[config.mk]
export PLATFORM = sky130hd
export DESIGN_NAME = avalon_to_wb_bridge
export DESIGN_NICKNAME = d
export VERILOG_FILES = /design/src/rtl/avalon_to_wb_bridge.sv
export SDC_FILE = /design/constraint.sdc
export NUM_CORES = 1
export LEC_CHECK = 0
export CELL_PAD_IN_SITES_DETAIL_PLACEMENT = 1
export CELL_PAD_IN_SITES_GLOBAL_PLACEMENT = 1
export CORE_AREA = 2 2 126 128
export CTS_BUF_LIST = sky130_fd_sc_hd__clkbuf_16
export CTS_CLUSTER_SIZE = 28
export DETAILED_ROUTE_END_ITERATION = 7
export DIE_AREA = 0 0 128 130
export GPL_TIMING_DRIVEN = 0
export PLACE_DENSITY = 0.83
export SKIP_CTS_REPAIR_TIMING = 1
export SYNTH_ARGS = -nofsm -noshare
export SYNTH_HDL_FRONTEND = slang
export SYNTH_SLANG_ARGS = --single-unit
[constraint.sdc]
create_clock -name wb_clk_i -period 2.9 [get_ports wb_clk_i]
set_clock_uncertainty 0.15 [all_clocks]
set_input_delay 0.29 -clock wb_clk_i [delete_from_list [all_inputs] [get_ports wb_clk_i]]
set_output_delay 0.29 -clock wb_clk_i [all_outputs]
set_load 0.05 [all_outputs]
[src/rtl/avalon_to_wb_bridge.sv]
// rtl/avalon_to_wb_bridge.sv - Avalon-MM slave to Wishbone B4 master bridge
// Avalon bursts become incrementing Wishbone bursts with one beat outstanding.
module avalon_to_wb_bridge #(
  parameter int DW  = 32,
  parameter int AW  = 32,
  parameter int BCW = 8
) (
  input  logic            wb_clk_i,
  input  logic            wb_rst_ni,
  input  logic [AW-1:0]   s_av_address_i,
  input  logic [DW/8-1:0] s_av_byteenable_i,
  input  logic            s_av_read_i,
  input  logic            s_av_write_i,
  input  logic [DW-1:0]   s_av_writedata_i,
  input  logic [BCW-1:0]  s_av_burstcount_i,
  output logic [DW-1:0]   s_av_readdata_o,
  output logic            s_av_readdatavalid_o,
  output logic            s_av_waitrequest_o,
  output logic [AW-1:0]   wb_adr_o,
  output logic [DW-1:0]   wb_dat_o,
  output logic [DW/8-1:0] wb_sel_o,
  output logic            wb_we_o,
  output logic            wb_cyc_o,
  output logic            wb_stb_o,
  output logic [2:0]      wb_cti_o,
  output logic [1:0]      wb_bte_o,
  input  logic [DW-1:0]   wb_dat_i,
  input  logic            wb_ack_i,
  input  logic            wb_err_i,
  output logic            bus_err_o
);

  localparam int SW = DW / 8;

  typedef enum logic [1:0] {IDLE, READ, WRITE} state_t;

  state_t          state, state_nxt;
  logic [AW-1:0]   adr_q;
  logic [BCW-1:0]  cnt_q;
  logic [BCW-1:0]  burst_len;
  logic [SW-1:0]   sel_q;
  logic            single_q;
  logic            rdv_q;
  logic [DW-1:0]   rdata_q;
  logic            berr_q;
  logic            start_wr, start_rd, beat_done, last_beat;

  assign start_wr  = (state == IDLE) && s_av_write_i;
  assign start_rd  = (state == IDLE) && s_av_read_i && !s_av_write_i;
  assign beat_done = wb_stb_o && (wb_ack_i || wb_err_i);
  assign last_beat = (cnt_q == BCW'(1));
  assign burst_len = (s_av_burstcount_i == '0) ? BCW'(1) : s_av_burstcount_i;

  always_ff @(posedge wb_clk_i or negedge wb_rst_ni) begin
    if (!wb_rst_ni) state <= IDLE;
    else            state <= state_nxt;
  end

  always_comb begin
    state_nxt = state;
    case (state)
      IDLE:    if (start_wr) state_nxt = WRITE;
               else if (start_rd) state_nxt = READ;
      READ,
      WRITE:   if (beat_done && last_beat) state_nxt = IDLE;
      default: state_nxt = IDLE;
    endcase
  end

  always_comb begin
    wb_cyc_o           = 1'b0;
    wb_stb_o           = 1'b0;
    wb_we_o            = 1'b0;
    wb_sel_o           = sel_q;
    s_av_waitrequest_o = 1'b1;
    case (state)
      IDLE:  s_av_waitrequest_o = !start_rd;
      READ: begin
        wb_cyc_o = 1'b1;
        wb_stb_o = 1'b1;
      end
      WRITE: begin
        wb_cyc_o           = 1'b1;
        wb_stb_o           = s_av_write_i;
        wb_we_o            = 1'b1;
        wb_sel_o           = s_av_byteenable_i;
        s_av_waitrequest_o = !(s_av_write_i && (wb_ack_i || wb_err_i));
      end
      default: ;
    endcase
  end

  always_ff @(posedge wb_clk_i or negedge wb_rst_ni) begin
    if (!wb_rst_ni) begin
      adr_q    <= '0;
      cnt_q    <= '0;
      sel_q    <= '0;
      single_q <= 1'b0;
      rdv_q    <= 1'b0;
      rdata_q  <= '0;
      berr_q   <= 1'b0;
    end else begin
      rdv_q  <= (state == READ) && beat_done;
      berr_q <= beat_done && wb_err_i;
      if ((state == READ) && beat_done) rdata_q <= wb_dat_i;
      if (start_wr || start_rd) begin
        adr_q    <= s_av_address_i;
        cnt_q    <= burst_len;
        single_q <= (burst_len == BCW'(1));
      end else if (beat_done) begin
        adr_q <= adr_q + AW'(SW);
        cnt_q <= cnt_q - BCW'(1);
      end
      if (start_rd) sel_q <= s_av_byteenable_i;
    end
  end

  // Classic cycle for single beats; the final beat of a burst signals end-of-burst.
  assign wb_cti_o = ((state != IDLE) && !single_q) ? (last_beat ? 3'b111 : 3'b010) : 3'b000;
  assign wb_bte_o = 2'b00;
  assign wb_adr_o = adr_q;
  assign wb_dat_o = s_av_writedata_i;

  assign s_av_readdata_o      = rdata_q;
  assign s_av_readdatavalid_o = rdv_q;
  assign bus_err_o            = berr_q;

endmodule

==> results.toml <==
[outcome]
status = "finished, final reports clean"

[logic_synthesis]
ys.flop_type = "dfrtp_1"
post_synth_fa_ha_maj_area_fraction = 0.01715
synth_top_cells_by_count = "81 x dfrtp_1, 40 x mux2_2, 37 x nand2_1, 35 x buf_4, 28 x o21ai_0"
combinational_family_with_the_most_area_after_synthesis = "simple AND/OR/NAND/NOR gates"
mean_instance_size_in_the_synthesized_netlist_um2 = 10.06
synth_sequential_area_ratio = 0.4630
share_of_cell_area_taken_by_muxes_after_synthesis = 0.1052
post_synth_main_area_contributors = "dfrtp_1 46%, mux2_2 10%, buf_4 6.0%"
netlist.area_leader.share = 0.4630
syn-instance-count = 435
ys_warns = 0
synth_xor_xnor_area_share = 0.03001
synth-edff-count = 0
synth_compound_area_frac = 0.1123
yosys.cell_types.count = 47
synthSimpleGateAreaFrac = 0.1838
postSynthRegisterBits = 81
synth_area_mm2 = 0.004378
synth_largest_area_cell = "dfrtp_1"
synth_async_sr_flop_share = 1.000
count_leader_synth = "dfrtp_1"

[clocking]
clock_tree.htree_level_count = 3
cts_tree = "done"
cts-root-buf = "clkbuf_16"
cts_max_path_buffers = 2
cts_buffer_count = 9
skew_pair_late_insertion_delay_ps = 340
numClockSinks = 81
clk_pin_slew_worst_paths_ps = 60

[power_and_ir_drop]
power.internal_mw = 4.276
powerDensity_mw_per_mm2 = 1237
static-leakage-power_nw = 2.783
switching_share = 0.4994
power_frac_seq = 0.260
power.switching_mw = 4.264
comb_power_share = 0.600
p_clk_frac = 0.140
power.ir.vdd_worst_uv = 589.1

[drt]
wirelength_um = 14620
drt_iter0_markers = 108
wl_per_cell_um = 17.47
route.detailed.vias_per_inst = 5.031
detail_route.drc_violations = 0
detailroute.via_count = 4211
firstDrtPassIters = 4
antenna_violating_nets_post_route = 0

[worst_setup_path]
timing.critical_path.arrival_ps = 2380
critical_path.endpoint_type = "output port"
critical_path_required_ps = 2460
critical_path.reg2reg.endpoint = "wb_adr_o[22]$_DFFE_PN0P_"
path_class = "flip-flop to output port"
cp_max_fo = 5
startpoint_kind_of_the_worst_setup_timing_path = "flip-flop"
r2r_cells = 8
timing.rr.start = "state[1]$_DFFE_PN0P_"
timing.reg2reg.setup_slack_ps = 180

[sta]
final.min_clock_period_ps = 2819
fmax_mhz = 354.7
final-setup-viol-count = 0
worst_slew_margin_rel = 0.5873
timing.final.max_slew_violations = 0
setup-tns-final_ps = 0
hold_violations = 0
hold_ws_ps = 326.7
post-route-period-util = 0.9721
worst_max_slew_pin_slew_ps = 619.1

[placed_design]
detailedPlacementHpwl_um = 11400
io_buffers = 190
place.gp.congestion = 0.8311

[grt]
grt_antenna_before_repair = 0
first_global_vias = 4496
pin_count_of_the_biggest_net_entering_global_routing = 44
globalRouteOverflowTotal = 0
grt_pass1_wl_um = 22890
grt_usage = 0.1738

[layout]
sequential_cell_area_mm2 = 0.002027
area_delta_synth_final_pct = 57.73
multi_input_comb_area_mm2 = 0.001994
antenna-diode-count = 0
number_of_filler_instances_in_the_final_layout = 1722
fraction_of_layout_instances_using_a_drive_strength_above_1 = 0.1628
num-nets-final = 760

[die]
dieWidth_um = 128
placeableCoreArea_mm2 = 0.01542
top_level_ports = 225
initial_utilization = 0.2838
core.rowCount = 46
die_height_um = 130
overall_die_area_mm2 = 0.01664

[worst_hold_path]
min_path_type = "primary input to async pin"

[run]
maximum_capacitance_violations = 0
-- metal layers --
| metal | global-route usage | up-vias | part of all wire |
|---|---|---|---|
| met3 | 0.03690 | 24 | 0.066 |
| li1 | - | 1956 | - |
| met5 | 0 | - | 0 |
| met4 | 0.07175 | 0 | 0.022 |
| met1 | 0.2083 | 2052 | 0.42 |
| met2 | 0.3048 | 179 | 0.50 |
-- sequential cells by signal (all words and copies together) (netlist names) --
signal	cells
bus_err_o	1
state	2
s_av_readdatavalid_o	1
cnt_q	8
s_av_readdata_o	32
sel_q	4
wb_adr_o	32
single_q	1
-- power by group through the flow --
stage                     clock network [mW]  logic (mW)  registers [mW]
after floorplan                            0        1.85            3.66
after global placement                     0        4.99            2.16
after detailed placement                   0        5.11            2.23
after CTS                               1.24        5.13            2.22
after global routing                    1.28        5.44            2.32
final                                   1.20        5.12            2.22
-- critical path, stage by stage, from the launching register on --
cell and delay [ps]:
dfrtp_1 440, nor4_2 460, and3_1 310, clkdlybuf4s50_1 830
-- logic make-up after synthesis --
kind of cell | count (synthesis)
AND/OR/NAND/NOR | 150
AO/OA/AOI/OAI | 75
buffers and inverters | 66
flip-flops | 81
multiplexers | 41
other | 1
XOR/XNOR | 15
adder cells (fa/ha/maj) | 6
-- through the flow --
stage,util,area (um^2),power [mW],std cells,worst slack (ps)
floorplan,-,4382,5.507,436,58.62
global placement,0.4229,6524,7.150,818,-1532
detailed placement,0.4241,6541,7.341,819,-30.20
CTS,0.4443,6853,8.593,835,-184.3
global route,0.4477,6905,9.040,837,-21.66
finish,0.4477,6905,8.540,837,80.97
-- layout make-up --
cell class / instances / share of cell area
Clock buffer: 9 / 0.03261
Multi-Input combinational cell: 289 / 0.2888
Timing Repair Buffer: 193 / 0.2816
Sequential cell: 81 / 0.2935
Buffer: 57 / 0.05128
Clock inverter: 7 / 0.01250
Tap cell: 192 / 0.03479
Inverter: 9 / 0.004892
-- worst max path at each step --
stage | to | start
finish | wb_cti_o[0] | cnt_q[2]$_DFFE_PN0P_
global route | wb_cti_o[0] | cnt_q[2]$_DFFE_PN0P_
CTS | wb_cti_o[2] | cnt_q[2]$_DFFE_PN0P_
detailed placement | cnt_q[7]$_DFFE_PN0P_ | s_av_write_i
global placement | wb_adr_o[6]$_DFFE_PN0P_ | wb_rst_ni
floorplan | wb_adr_o[22]$_DFFE_PN0P_ | state[1]$_DFFE_PN0P_
-- cell usage in the layout (no fill, tap or decap), types with 2 or more instances in the layout --
master	instances
xor2_1	4
o211a_1	3
nor3_1	3
or4b_2	2
buf_4	37
clkinv_2	2
ha_1	6
clkbuf_16	9
or4_1	14
o211ai_1	3
nor4_1	9
buf_1	5
xnor2_1	11
inv_1	10
dlymetal6s2s_1	3
nor3b_1	2
o21ai_0	28
or3_1	14
dfrtp_1	81
nand3_1	15
conb_1	2
clkdlybuf4s50_1	186
nand3b_1	2
bufinv_16	2
a31oi_1	16
buf_2	4
nand4_1	11
and3_1	6
mux2_2	40
clkbuf_1	12
nor2_1	22
nand2_1	37
o22a_1	2
a221oi_1	4
o21a_1	2
o31ai_1	7
and2_1	7
No activity file was read; power rests on OpenSTA's default activity.
